File: src/rtl/btn_defs.sv
// Shared definitions for the push-button conditioner: debounce FSM state encoding.
package btn_defs;

    typedef enum logic [1:0] {
        ST_IDLE    = 2'd0,
        ST_ARM_ON  = 2'd1,
        ST_HELD    = 2'd2,
        ST_ARM_OFF = 2'd3
    } btn_state_e;

endpackage

File: src/rtl/btn_channel.sv
// One button channel: 2-FF synchroniser, debounce FSM, press/release strobes,
// long-press detection and auto-repeat, all outputs registered.
module btn_channel
    import btn_defs::*;
#(
    parameter int DB_CNT   = 1_000_000,
    parameter int HOLD_CNT = 50_000_000,
    parameter int RPT_CNT  = 10_000_000,
    parameter int CNT_W    = 26
) (
    input  logic clk,
    input  logic reset,
    input  logic button_i,
    output logic db_level_o,
    output logic press_o,
    output logic release_o,
    output logic long_press_o,
    output logic repeat_o
);

    localparam logic [CNT_W-1:0] DB_LAST   = CNT_W'(DB_CNT - 1);
    localparam logic [CNT_W-1:0] HOLD_LAST = CNT_W'(HOLD_CNT - 1);
    localparam logic [CNT_W-1:0] RPT_LAST  = CNT_W'(RPT_CNT - 1);

    logic             sync1_q, sync2_q;
    btn_state_e       state_q, state_d;
    logic [CNT_W-1:0] db_cnt_q, db_cnt_d;
    logic [CNT_W-1:0] hold_cnt_q, hold_cnt_d;
    logic [CNT_W-1:0] rpt_cnt_q, rpt_cnt_d;
    logic             rpt_phase_q, rpt_phase_d;
    logic             level_q, level_d;
    logic             press_q, press_d;
    logic             release_q, release_d;
    logic             long_q, long_d;
    logic             repeat_q, repeat_d;

    always_comb begin
        state_d     = state_q;
        db_cnt_d    = db_cnt_q;
        hold_cnt_d  = hold_cnt_q;
        rpt_cnt_d   = rpt_cnt_q;
        rpt_phase_d = rpt_phase_q;
        level_d     = level_q;
        press_d     = 1'b0;
        release_d   = 1'b0;
        long_d      = 1'b0;
        repeat_d    = 1'b0;
        unique case (state_q)
            ST_IDLE: begin
                if (sync2_q) begin
                    state_d  = ST_ARM_ON;
                    db_cnt_d = '0;
                end
            end
            ST_ARM_ON: begin
                if (!sync2_q) begin
                    state_d = ST_IDLE;
                end else if (db_cnt_q == DB_LAST) begin
                    state_d     = ST_HELD;
                    level_d     = 1'b1;
                    press_d     = 1'b1;
                    repeat_d    = 1'b1;
                    hold_cnt_d  = '0;
                    rpt_cnt_d   = '0;
                    rpt_phase_d = 1'b0;
                end else begin
                    db_cnt_d = db_cnt_q + CNT_W'(1);
                end
            end
            ST_HELD: begin
                // hold_cnt parks at HOLD_LAST once the repeat phase starts
                if (!sync2_q) begin
                    state_d  = ST_ARM_OFF;
                    db_cnt_d = '0;
                end else if (!rpt_phase_q) begin
                    if (hold_cnt_q == HOLD_LAST) begin
                        long_d      = 1'b1;
                        repeat_d    = 1'b1;
                        rpt_phase_d = 1'b1;
                        rpt_cnt_d   = '0;
                    end else begin
                        hold_cnt_d = hold_cnt_q + CNT_W'(1);
                    end
                end else if (rpt_cnt_q == RPT_LAST) begin
                    repeat_d  = 1'b1;
                    rpt_cnt_d = '0;
                end else begin
                    rpt_cnt_d = rpt_cnt_q + CNT_W'(1);
                end
            end
            ST_ARM_OFF: begin
                if (sync2_q) begin
                    state_d = ST_HELD;
                end else if (db_cnt_q == DB_LAST) begin
                    state_d   = ST_IDLE;
                    level_d   = 1'b0;
                    release_d = 1'b1;
                end else begin
                    db_cnt_d = db_cnt_q + CNT_W'(1);
                end
            end
            default: state_d = ST_IDLE;
        endcase
    end

    always_ff @(posedge clk) begin
        if (reset) begin
            sync1_q     <= 1'b0;
            sync2_q     <= 1'b0;
            state_q     <= ST_IDLE;
            db_cnt_q    <= '0;
            hold_cnt_q  <= '0;
            rpt_cnt_q   <= '0;
            rpt_phase_q <= 1'b0;
            level_q     <= 1'b0;
            press_q     <= 1'b0;
            release_q   <= 1'b0;
            long_q      <= 1'b0;
            repeat_q    <= 1'b0;
        end else begin
            sync1_q     <= button_i;
            sync2_q     <= sync1_q;
            state_q     <= state_d;
            db_cnt_q    <= db_cnt_d;
            hold_cnt_q  <= hold_cnt_d;
            rpt_cnt_q   <= rpt_cnt_d;
            rpt_phase_q <= rpt_phase_d;
            level_q     <= level_d;
            press_q     <= press_d;
            release_q   <= release_d;
            long_q      <= long_d;
            repeat_q    <= repeat_d;
        end
    end

    assign db_level_o   = level_q;
    assign press_o      = press_q;
    assign release_o    = release_q;
    assign long_press_o = long_q;
    assign repeat_o     = repeat_q;

endmodule

File: src/rtl/button_conditioner.sv
// N-channel push-button front end: one independent btn_channel per raw button input.
module button_conditioner #(
    parameter int N_CH     = 2,
    parameter int DB_CNT   = 1_000_000,
    parameter int HOLD_CNT = 50_000_000,
    parameter int RPT_CNT  = 10_000_000
) (
    input  logic            clk,
    input  logic            reset,
    input  logic [N_CH-1:0] button_in,
    output logic [N_CH-1:0] db_level,
    output logic [N_CH-1:0] press,
    output logic [N_CH-1:0] release_p,
    output logic [N_CH-1:0] long_press,
    output logic [N_CH-1:0] repeat_p
);

    localparam int MAX_DH  = (DB_CNT > HOLD_CNT) ? DB_CNT : HOLD_CNT;
    localparam int MAX_CNT = (MAX_DH > RPT_CNT) ? MAX_DH : RPT_CNT;
    localparam int CNT_W   = $clog2(MAX_CNT + 1);

    if (DB_CNT < 2 || HOLD_CNT < 2 || RPT_CNT < 1 || N_CH < 1) begin : g_bad_params
        $error("button_conditioner: illegal parameters (need DB_CNT>=2, HOLD_CNT>=2, RPT_CNT>=1, N_CH>=1)");
    end

    for (genvar i = 0; i < N_CH; i++) begin : g_ch
        btn_channel #(
            .DB_CNT   (DB_CNT),
            .HOLD_CNT (HOLD_CNT),
            .RPT_CNT  (RPT_CNT),
            .CNT_W    (CNT_W)
        ) u_ch (
            .clk          (clk),
            .reset        (reset),
            .button_i     (button_in[i]),
            .db_level_o   (db_level[i]),
            .press_o      (press[i]),
            .release_o    (release_p[i]),
            .long_press_o (long_press[i]),
            .repeat_o     (repeat_p[i])
        );
    end

endmodule

File: config.mk
export PLATFORM = sky130hd
export DESIGN_NAME = button_conditioner
export DESIGN_NICKNAME = d
export VERILOG_FILES = /design/src/rtl/btn_defs.sv /design/src/rtl/btn_channel.sv /design/src/rtl/button_conditioner.sv
export SDC_FILE = /design/constraint.sdc
export NUM_CORES = 1
export LEC_CHECK = 0
export CELL_PAD_IN_SITES_DETAIL_PLACEMENT = 1
export CELL_PAD_IN_SITES_GLOBAL_PLACEMENT = 1
export CORE_UTILIZATION = 40
export CTS_CLUSTER_DIAMETER = 120
export DETAILED_ROUTE_END_ITERATION = 10
export DONT_BUFFER_PORTS = 1
export GPL_TIMING_DRIVEN = 0
export PLACE_DENSITY = 0.78
export RECOVER_POWER = 100
export SYNTH_ARGS = -nofsm -noshare
export SYNTH_HDL_FRONTEND = slang
export SYNTH_SLANG_ARGS = --single-unit
File: constraint.sdc
create_clock -name clk -period 2.3 [get_ports clk]
set_input_delay 0.23 -clock clk [delete_from_list [all_inputs] [get_ports clk]]
set_output_delay 0.23 -clock clk [all_outputs]
set_load 0.1 [all_outputs]
Word level (Yosys, flattened, before mapping):

Index checks and enable logic that the tools add are counted.

* register bits: 176
* bits in latches: 0
* memory bits (writable): 0
* bits in read-only memories: 0
* input bits: 4
* memories kept: 0

* add/subtract/negate cells: 6
* multipliers: 0
* divide/modulo/power cells: 0
* order comparisons: 0
* equal/unequal tests: 36
* shifts and indexed selects: 0
* mux-type cells: 80
* bitwise operators: 8
* reduce and logical (&&, ||, !) cells: 24

Operator list (count)
* 26-bit two-way mux: 28
* 26-bit case mux with 2 select lines: 4
* 26-bit case mux with 4 select lines: 2
* 26-bit by 1-bit adder with 26-bit output, second input constant: 6
* 26-bit by 20-bit == test with 1-bit output, second input constant: 2
* 26-bit by 24-bit == test with 1-bit output, second input constant: 2
* 26-bit == test, second input constant: 2
* 1-bit two-way mux: 26
* 2-bit two-way mux: 12
* 4-bit AND reduction: 6
* 2-bit by 1-bit inequality test with 1-bit output, second input constant: 10
* 5-bit AND reduction: 4
* 2-bit inequality test, second input constant: 8
* 2-bit case mux with 4 select lines: 2
* 3-bit by 1-bit inequality test with 1-bit output, second input constant: 4
* 1-bit case mux with 2 select lines: 6
* 6-bit AND reduction: 2
* 2-bit == test, second input constant: 4
* 1-bit inverter: 8
* 2-bit nonzero test: 4
* 4-bit OR reduction: 2
* 3-bit inequality test, second input constant: 2
* 3-bit OR reduction: 2
* 2-bit by 1-bit == test with 1-bit output, second input constant: 2
* other kinds (2): 4

Depth between registers and ports, before layout:

Gate-level depths: netlist of run 1.

* depth in word-level cells: 5
* mapped depth: 10
* gate-level depth less buffers: 8

Hierarchy:

Synthesis of run 1 repeated with hierarchy kept, for this count alone.

* cell total of the unflattened synthesis: 1219
* area total of the unflattened synthesis: 9547.9 um^2

By module, submodules not included
* btn_channel at g_ch[1].u_ch: instances 1, cells an instance 613, area each 4847.1 um^2
* btn_channel at g_ch[0].u_ch: instances 1, cells an instance 606, area each 4700.8 um^2

Least setup slack after synthesis of run 1:

OpenSTA, ideal clock, no wires.

* kind: register -> register
* start point: register with a tool-made name
* end point: register g_ch[0].u_ch.db_cnt_q[8]
* setup time: 0.059 ns
* arrival: 2.346 ns
* data required time: 2.241 ns
* path slack: -0.105 ns
* stages on the path, launching flop included: 9
* path buffers: 2
* path through: dfxtp_1 -> inv_1 -> ha_1 -> clkbuf_1 -> o31ai_1 -> nand4_1 -> clkbuf_1 -> or4_1 -> nand2_1

RTL lines
* end signal, assigned: line btn_channel.sv:124 `db_cnt_q <= db_cnt_d;`
* end, declared: line btn_channel.sv:27 `logic [CNT_W-1:0] db_cnt_q, db_cnt_d;`

Worst setup path after layout of run 1:

* start point: register g_ch[0].u_ch.hold_cnt_q[0]
* end point: register g_ch[0].u_ch.hold_cnt_q[3]

* word-level cells in the longest chain between the ends: 5
* elaborated cells between the ends (all ways): 8

Ends and longest elaborated chain
* start, declared: line btn_channel.sv:28 `logic [CNT_W-1:0] hold_cnt_q, hold_cnt_d;`
* start signal, assigned: line btn_channel.sv:125 `hold_cnt_q <= hold_cnt_d;`
* 26-bit by 1-bit adder with 26-bit output: line btn_channel.sv:82 `hold_cnt_d = hold_cnt_q + CNT_W'(1);`
* 26-bit two-way mux: line btn_channel.sv:76 `if (hold_cnt_q == HOLD_LAST) begin`
* 26-bit two-way mux: line btn_channel.sv:75 `end else if (!rpt_phase_q) begin`
* 26-bit two-way mux: line btn_channel.sv:72 `if (!sync2_q) begin`
* 26-bit case mux with 2 select lines: line btn_channel.sv:48 `unique case (state_q)`

Several ways; a longest one is shown, not always the timed one. The select of a mux whose other input is x is not followed.
A chain may end at the register's enable or synchronous reset.

==> results of run 1 <==
==> cell families after synthesis <==
kind of cell	Yosys count	share of synthesized area (%)
AO/OA/AOI/OAI	331	22.1
buffers and inverters	101	4.46
flip-flops	176	37.2
adder cells (fa/ha/maj)	14	1.85
AND/OR/NAND/NOR	534	31.3
multiplexers	4	0.423
XOR/XNOR	29	2.68
==> power by group <==
group	total (mW)	internal, mW	switching [mW]
Combinational	0.870	0.302	0.568
Clock	3.05	1.65	1.40
Sequential	3.08	3.06	0.0229
==> layer usage <==
layer | routed length [um] | part of all wire [%]
met3 | 1200 | 3.4
met5 | 0 | 0
met4 | 1070 | 3.0
met2 | 17800 | 50
met1 | 15600 | 44
==> cell usage after synthesis, drive strengths merged, types with 11 or more instances <==
library cell  count
a211oi           11
a21oi            92
a31oi            25
and2             15
and3             29
and4             17
buf              17
clkbuf           54
dfxtp           176
ha               14
inv              29
nand2           116
nand3            69
nand4            43
nor2             87
nor3             21
nor4             19
nor4b            11
o211ai           26
o21ai            81
o31ai            39
or3              35
or4              29
xnor2            18
xor2             11
==> path summary, 6_finish.rpt <==
path         cells past startpoint  slack [ps]                                       to                                    start
max                             10        -230  g_ch[0].u_ch.hold_cnt_q[3]$_SDFFE_PP0P_  g_ch[0].u_ch.hold_cnt_q[0]$_SDFFE_PP0P_
max reg2reg                     10        -230  g_ch[0].u_ch.hold_cnt_q[3]$_SDFFE_PP0P_  g_ch[0].u_ch.hold_cnt_q[0]$_SDFFE_PP0P_
min reg2reg                      1         450          g_ch[0].u_ch.sync2_q$_SDFF_PP0_          g_ch[0].u_ch.sync1_q$_SDFF_PP0_
min                              4         120   g_ch[1].u_ch.rpt_cnt_q[3]$_SDFFE_PP0P_                                    reset
==> area by class of cell <==
type                            instances  share of cell area (%)
Buffer                                 57                    2.95
Clock buffer                           18                    3.54
Clock inverter                         14                    1.25
Inverter                               30                   0.957
Multi-Input combinational cell        912                    53.2
Sequential cell                       176                    28.9
Tap cell                              313                    3.15
Timing Repair Buffer                   90                    6.04
==> through the flow <==
| step | hold slack [ps] | cells |
|---|---|---|
| 6_report | 123 | 1610 |
| 5_1_grt | 164 | 1610 |
| 4_1_cts | 164 | 1563 |
| 3_5_place_dp | 371 | 1502 |
| 3_3_place_gp | 363 | 1502 |
| 2_1_floorplan | 358 | 1189 |
==> worst min-delay path: stages <==
cell     delay (ps)
nor4_4           30
buf_6           140
nand2_1          70
o21ai_1          50
==> what timing repair did <==
item	CTS	global route
gates cloned	2	3
hold buffers	2	0
hold endpoints to repair	2	0
setup buffers	35	48
pin swaps	39	83
endpoints found under the setup margin	157	155
gates resized for setup	157	218
==> results.cfg, run 1 <==
[status]
status = complete, but fails checks
violations = setup timing

[layout]
final_common_cell = dfxtp_1
drive_gt1_share_pct = 25.8
final_cell_mix = 141 x dfxtp_1, 111 x nand2_1, 84 x nor2_1
fin_area_um2 = 12400
reg_top3 = g_ch.u_ch.db_cnt_q: 52 flops, g_ch.u_ch.hold_cnt_q: 52 flops, g_ch.u_ch.rpt_cnt_q: 52 flops
multi_input_area_um2 = 6610
seqCellArea_um2 = 3590
fillers = 2635
diodes = 0
syn_to_final_growth_pct = 31.1
layout.nets = 1302
post-route-util_pct = 54.2

[sta]
maxSlewViolCount = 0
fmax_mhz = 395
clock-skew-final_ps = 16.4
hold_viol = 0
rsz0062_at_grt = yes
fin_ws_ps = -234
worstMarginPinSlew_ps = 1180
period_needed_ps = 2530
period_share_pct = 110
tns_ps = -1680
slew_headroom_pct = 21.4
setup_violations = 33

[global_routing]
first_global_vias = 9985
overflow = 0
top_usage_layer = met2
track_usage_pct = 26.5
grt_max_degree = 17
grt_use_met3_pct = 4.47
antenna_found_initial = 0
met2_usage_pct = 44.5
use_met1_pct = 34.2
grt_pass1_wl_mm = 52.0

[job]
drv_cap = 0

[logic_synthesis]
ys.flop_type = dfxtp_1
synth.area.top_cells = dfxtp_1 37%, a21oi_1 4.9%, nand2_1 4.6%
mappedNetlistArea_um2 = 9470
syn_area_per_cell_um2 = 7.97
async_reset_ff_share_pct = 0
synth_cell_types = 68
ys_ff_latch = 176
syn_inst = 1189
synth-edff-count = 0
yosysWarnings = 0
yosysTopAreaCellShare_pct = 37.2
synth_area_leader_cell = dfxtp_1
synthesis.nets = 1207
seq_area_frac_synth_pct = 37.2

[setup_path]
crit_chain = ha_4 > nand4_1 > nor4_4 > buf_4 > a21oi_4 > o2111ai_4 > buf_6 > clkbuf_16 > nand2_1 > a31oi_1
worst_ep_required_time_ps = 2650
critPathLaunchType = flop
slowest_stage = dfxtp_4
path_delay_family = simple AND/OR/NAND/NOR gates
crit_arrival_ps = 2880
crit_buf_inv = 3
crit_fanout = 8
critPathCaptureType = flop
worst-setup-path-type = reg -> reg
max_stage_delay_ps = 380

[clock_network]
cts.htree.levels = 4
cts_buffers = 17
cts.sinks = 176
clockBufferDepth = 2
clk_pin_slew_ps = 80
cts_tree = built
cts_root_buf = clkbuf_16
clock_latency_ps = 450

[drt]
drt_iter0_markers = 736
finalWirelength_mm = 35.7
drtAntennaViolNets = 0
vias = 10300
vias_per_cell = 6.41
wl_per_cell_um = 22.2
drc_errors = 0
first_pass_iters = 7

[place]
dp_worst_setup_slack_ps = -852
portBuffers = 0
dpl.hpwl_mm = 20.3
placed_area_um2 = 9870
gp_congestion = 0.842

[floorplan]
die_h_um = 156
rows = 55
initial_utilization_pct = 41.3
io_pins = 14
die_area_um2 = 24300
die_w_um = 156
coreArea_um2 = 22900

[pwr]
power_density_nw_per_um2 = 564
peakVddDrop_uv = 469
power_mw = 7.00
p_leak_nw = 4.08

[worst_hold_path]
hold_class = in -> reg
Note: power is estimated with default switching activity, not from simulation.
==> inputs of run 2 (changes only) <==
--- a/config.mk
+++ b/config.mk
@@ -5,14 +5,15 @@
 export SDC_FILE = /design/constraint.sdc
 export NUM_CORES = 1
 export LEC_CHECK = 0
-export CELL_PAD_IN_SITES_DETAIL_PLACEMENT = 1
-export CELL_PAD_IN_SITES_GLOBAL_PLACEMENT = 1
-export CORE_UTILIZATION = 40
+export CELL_PAD_IN_SITES_DETAIL_PLACEMENT = 0
+export CELL_PAD_IN_SITES_GLOBAL_PLACEMENT = 2
+export CORE_UTILIZATION = 35
 export CTS_CLUSTER_DIAMETER = 120
+export CTS_CLUSTER_SIZE = 25
 export DETAILED_ROUTE_END_ITERATION = 10
 export DONT_BUFFER_PORTS = 1
 export GPL_TIMING_DRIVEN = 0
-export PLACE_DENSITY = 0.78
+export PLACE_DENSITY = 0.83
 export RECOVER_POWER = 100
 export SYNTH_ARGS = -nofsm -noshare
 export SYNTH_HDL_FRONTEND = slang
==> results.cfg, run 2 (same netlist as run 1, synthesis figures left out) <==
[status]
status = complete, but fails checks
violations = setup timing

[drt]
vias = 9406
drt_iter0_markers = 568
first_pass_iters = 4
drc_errors = 0
wl_per_cell_um = 17.5
drtAntennaViolNets = 0
vias_per_cell = 5.80
finalWirelength_mm = 28.4

[setup_path]
crit_fanout = 4
crit_chain = nor4_4 > nand4_1 > o21ai_4 > o2111ai_4 > buf_6 > or4_1 > a21oi_1
r2r.worst_path.cells = 7
crit_arrival_ps = 2700
path_delay_family = simple AND/OR/NAND/NOR gates
slowest_stage = or4_1
critPathLaunchType = flop
worst-setup-path-type = reg -> reg
critPathCaptureType = flop
timing.rr.start = g_ch[0].u_ch.db_cnt_q[22]$_SDFFE_PP0P_
worst_ep_required_time_ps = 2660
r2r_slack_ps = -40
crit_buf_inv = 1
max_stage_delay_ps = 490
timing.rr.end = g_ch[0].u_ch.hold_cnt_q[9]$_SDFFE_PP0P_

[job]
drv_cap = 0

[floorplan]
die_w_um = 167
die_area_um2 = 27700
die_h_um = 167
rows = 59
io_pins = 14
coreArea_um2 = 26300
initial_utilization_pct = 36.0

[place]
portBuffers = 0
gp_congestion = 0.832
dpl.hpwl_mm = 18.8

[global_routing]
grt_pass1_wl_mm = 46.3
track_usage_pct = 20.3
antenna_found_initial = 1
grt_max_degree = 17
first_global_vias = 8883
overflow = 0

[sta]
clock-skew-final_ps = 19.1
setup_violations = 1
period_share_pct = 102
maxSlewViolCount = 0
fmax_mhz = 428
worstMarginPinSlew_ps = 1170
slew_headroom_pct = 22.5
period_needed_ps = 2340
rsz0062_at_grt = yes
hold_viol = 0
fin_ws_ps = -35.6

[pwr]
power_mw = 6.62
power_density_nw_per_um2 = 544
peakVddDrop_uv = 482
p_leak_nw = 3.97

[layout]
reg_top3 = g_ch.u_ch.db_cnt_q: 52 flops, g_ch.u_ch.hold_cnt_q: 52 flops, g_ch.u_ch.rpt_cnt_q: 52 flops
drive_gt1_share_pct = 23.5
layout.nets = 1293
final_cell_mix = 145 x dfxtp_1, 112 x nand2_1, 84 x nor2_1
syn_to_final_growth_pct = 28.3
post-route-util_pct = 46.3
final_common_cell = dfxtp_1

[clock_network]
cts_buffers = 17
clockBufferDepth = 2
clk_pin_slew_ps = 80
cts_tree = built
cts_root_buf = clkbuf_16
cts.sinks = 176
cts.htree.levels = 4
clock_latency_ps = 440

[worst_hold_path]
hold_depth = 3
hold_path_end = g_ch[1].u_ch.rpt_cnt_q[22]$_SDFFE_PP0P_
hold_class = in -> reg
hold_start = reset
## run 2: worst max-delay path by stage
stage | from | to | slack, ps | cells after the start
after floorplan | g_ch[1].u_ch.db_cnt_q[0]$_SDFFE_PP0P_ | g_ch[1].u_ch.rpt_cnt_q[16]$_SDFFE_PP0P_ | 6 | 8
after global placement | g_ch[0].u_ch.db_cnt_q[7]$_SDFFE_PP0P_ | g_ch[0].u_ch.hold_cnt_q[0]$_SDFFE_PP0P_ | -850 | 6
after detailed placement | g_ch[0].u_ch.db_cnt_q[7]$_SDFFE_PP0P_ | g_ch[0].u_ch.hold_cnt_q[0]$_SDFFE_PP0P_ | -810 | 6
after CTS | g_ch[1].u_ch.db_cnt_q[7]$_SDFFE_PP0P_ | g_ch[1].u_ch.rpt_cnt_q[19]$_SDFFE_PP0P_ | -60 | 6
after global routing | g_ch[0].u_ch.db_cnt_q[7]$_SDFFE_PP0P_ | g_ch[0].u_ch.hold_cnt_q[9]$_SDFFE_PP0P_ | -140 | 7
final | g_ch[0].u_ch.db_cnt_q[22]$_SDFFE_PP0P_ | g_ch[0].u_ch.hold_cnt_q[9]$_SDFFE_PP0P_ | -40 | 7
## run 2: area by class of cell
type / instances / area (um^2)
Clock buffer: 21 / 460
Inverter: 30 / 115
Sequential cell: 176 / 3580
Clock inverter: 10 / 80.1
Timing Repair Buffer: 78 / 652
Buffer: 59 / 359
Tap cell: 335 / 419
Antenna cell: 1 / 2.50
Fill cell: 2572 / 14100
Multi-Input combinational cell: 913 / 6490
## run 2: power breakdown
part           switching (mW)  internal [mW]  total (mW)
clock                    1.29           1.45        2.74
combinational           0.520          0.282       0.803
sequential             0.0202           3.06        3.08
total                    1.83           4.79        6.62
## run 2: timing repair
action / 4_1_cts / 5_1_grt
resized for setup: 151 / 167
buffers inserted: 33 / 40
gates cloned: 2 / 3
pin swaps: 45 / 83
setup endpoints to repair: 156 / 146
hold endpoints to repair: 2 / 0
hold buffers: 2 / 0
## run 2: worst reg2reg max path, delay by kind of cell, from the launching register on
family	cells	cell delay (ps)
compound gates	3	670
buf+inv	1	170
flops	1	360
simple gates	3	1070
## run 2: metrics by stage
step / instance area [um^2] / setup WS (ps) / std cells / hold slack, ps / setup TNS, ps
after floorplan: 9480 / 6.20 / 1189 / 358 / 0
after global placement: 9900 / -851 / 1524 / 362 / -77970
after detailed placement: 9900 / -815 / 1524 / 364 / -74110
after CTS: 11300 / -55.7 / 1582 / 133 / -243
after global routing: 12200 / -139 / 1623 / 175 / -2280
final: 12200 / -35.6 / 1623 / 166 / -35.6
## run 2: metal layers
| metal | wire length [um] | GRT usage (%) | vias up |
|---|---|---|---|
| met5 | 0 | 0 | - |
| met4 | 310 | 6.08 | 0 |
| met3 | 937 | 3.37 | 23 |
| met2 | 13200 | 32.4 | 166 |
| met1 | 14000 | 28.0 | 4535 |
| li1 | - | - | 4682 |
==> inputs of run 3 (changes only) <==
--- a/config.mk
+++ b/config.mk
@@ -12,7 +12,6 @@
 export CTS_CLUSTER_SIZE = 25
 export DETAILED_ROUTE_END_ITERATION = 10
 export DONT_BUFFER_PORTS = 1
-export GPL_TIMING_DRIVEN = 0
 export PLACE_DENSITY = 0.83
 export RECOVER_POWER = 100
 export SYNTH_ARGS = -nofsm -noshare
==> results.cfg, run 3 (same netlist as run 1, synthesis figures left out) <==
[sta]
hold_viol = 0
maxSlewViolCount = 0
slew_headroom_pct = 17.3
clock-skew-final_ps = 17.5
rsz0062_at_grt = yes
worstMarginPinSlew_ps = 1240
period_share_pct = 99.3
hold_ws_ps = 22.9
setup_violations = 0
period_needed_ps = 2280
tns_ps = 0
fmax_mhz = 438

[global_routing]
track_usage_pct = 18.7
grt_pass1_wl_mm = 43.6
antenna_found_initial = 0
first_global_vias = 8747
overflow = 0
grt_max_degree = 48

[place]
portBuffers = 0
dpl.hpwl_mm = 18.0
gp_congestion = 0.793
placed_area_um2 = 11000
dp.cells = 1627

[setup_path]
crit_arrival_ps = 2660
critPathLaunchType = flop
crit_fanout = 8
critPathCaptureType = flop
r2r_slack_ps = 20
cp-endpoint = g_ch[1].u_ch.rpt_cnt_q[11]$_SDFFE_PP0P_
timing.rr.end = g_ch[1].u_ch.rpt_cnt_q[11]$_SDFFE_PP0P_
r2r.worst_path.cells = 8
worst_ep_required_time_ps = 2670
worst-setup-path-type = reg -> reg
startpoint = g_ch[1].u_ch.db_cnt_q[1]$_SDFFE_PP0P_
timing.rr.start = g_ch[1].u_ch.db_cnt_q[1]$_SDFFE_PP0P_

[drt]
vias_per_cell = 5.60
drtAntennaViolNets = 0
first_pass_iters = 5
drt_iter0_markers = 635
finalWirelength_mm = 26.8
drc_errors = 0
vias = 9462
wl_per_cell_um = 15.8

[layout]
finalNonFillerCells = 1691
multi_input_area_um2 = 5920
final_common_cell = buf_4
drive_gt1_share_pct = 22.3
layout.nets = 1362
diodes = 0
seqCellArea_um2 = 3540
final_cell_mix = 170 x buf_4, 167 x dfxtp_1, 115 x nand2_1
post-route-util_pct = 46.7
fin_area_um2 = 12300
reg_top3 = g_ch.u_ch.db_cnt_q: 52 flops, g_ch.u_ch.hold_cnt_q: 52 flops, g_ch.u_ch.rpt_cnt_q: 52 flops
fillers = 2600
syn_to_final_growth_pct = 29.5

[pwr]
p_leak_nw = 4.27
p_int_mw = 4.88
power_density_nw_per_um2 = 545
comb_power_share_pct = 11.6
switching_share_pct = 27.0
seqPwrFrac_pct = 46.0
p_sw_mw = 1.81
clockPowerShare_pct = 42.4
peakVddDrop_uv = 354

[clock_network]
cts_root_buf = clkbuf_16
clockBufferDepth = 2
cts_buffers = 17
cts.sinks = 176
clock_latency_ps = 430
cts_tree = built
clk_pin_slew_ps = 70
cts.htree.levels = 4

[floorplan]
io_pins = 14
die_w_um = 167
rows = 59
die_h_um = 167
coreArea_um2 = 26300
die_area_um2 = 27700
initial_utilization_pct = 36.0

[worst_hold_path]
hold_class = in -> reg

[job]
drv_cap = 0

[status]
status = completed
[run 3: changes by cell type in the layout (fill, tap and decap cells not counted), moves of 8 or more]
cell / change
buf_4: +99
dfxtp_1: +22
clkbuf_1: -19
dfxtp_2: -17
clkbuf_2: -9
o21ai_0: +9
a21oi_1: +8
a21oi_2: -8
nor4_4: -8
[run 3: cell type report]
cell class	instances	share of cell area, %
clock buffers	18	3.50
clock inverters	13	1.07
inverters	30	0.918
multi-input cells	914	48.2
flip-flops and latches	176	28.9
well taps	335	3.42
repair buffers	205	14.0
[run 3: worst max-delay path, stage by stage (launching register included)]
cell and delay, ps:
dfxtp_1 340, ha_2 190, and3_4 210, nand4_4 140, o31a_1 330, or4_4 610
buf_6 150, o211ai_1 130, and2_1 130
[run 3: what timing repair did]
action,in CTS,in global routing
setup buffers,2,23
pin swaps,2,29
setup endpoints to repair,31,96
gates resized for setup,13,91
gates cloned,0,6
hold buffers,3,0
endpoints found under the hold margin,46,0
[run 3: how the worst min path moves through the flow]
stage	start	to	depth (start not counted)
3_3_place_gp	reset	g_ch[1].u_ch.hold_cnt_q[18]$_SDFFE_PP0P_	1
4_1_cts	reset	g_ch[1].u_ch.hold_cnt_q[9]$_SDFFE_PP0P_	3
6_report	reset	g_ch[1].u_ch.hold_cnt_q[9]$_SDFFE_PP0P_	3
3_5_place_dp	reset	g_ch[1].u_ch.db_level_o$_SDFFE_PP0P_	1
5_1_grt	reset	g_ch[0].u_ch.rpt_cnt_q[8]$_SDFFE_PP0P_	3
2_1_floorplan	button_in[0]	g_ch[0].u_ch.sync1_q$_SDFF_PP0_	1
[run 3: metal layers]
metal,part of all wire [%],global-route usage [%],vias up
met5,0,0,-
met4,0.77,4.15,0
met3,3.1,2.92,18
met2,47,30.7,126
met1,49,25.9,4520
li1,-,-,4798
[run 3: per-stage QoR]
step | worst slack, ps | total power [mW]
final | 15.5 | 6.69
after global routing | -117 | 6.96
after CTS | 0.134 | 6.65
after detailed placement | -116 | 3.76
after global placement | -48.5 | 3.76
after floorplan | 6.20 | 3.49
[run 3: power groups by stage]
stage	clock [mW]	sequential, mW	combinational (mW)
floorplan	0	3.14	0.347
global placement	0	3.15	0.616
detailed placement	0	3.15	0.616
CTS	2.92	3.07	0.655
global route	3.04	3.08	0.840
finish	2.84	3.07	0.777
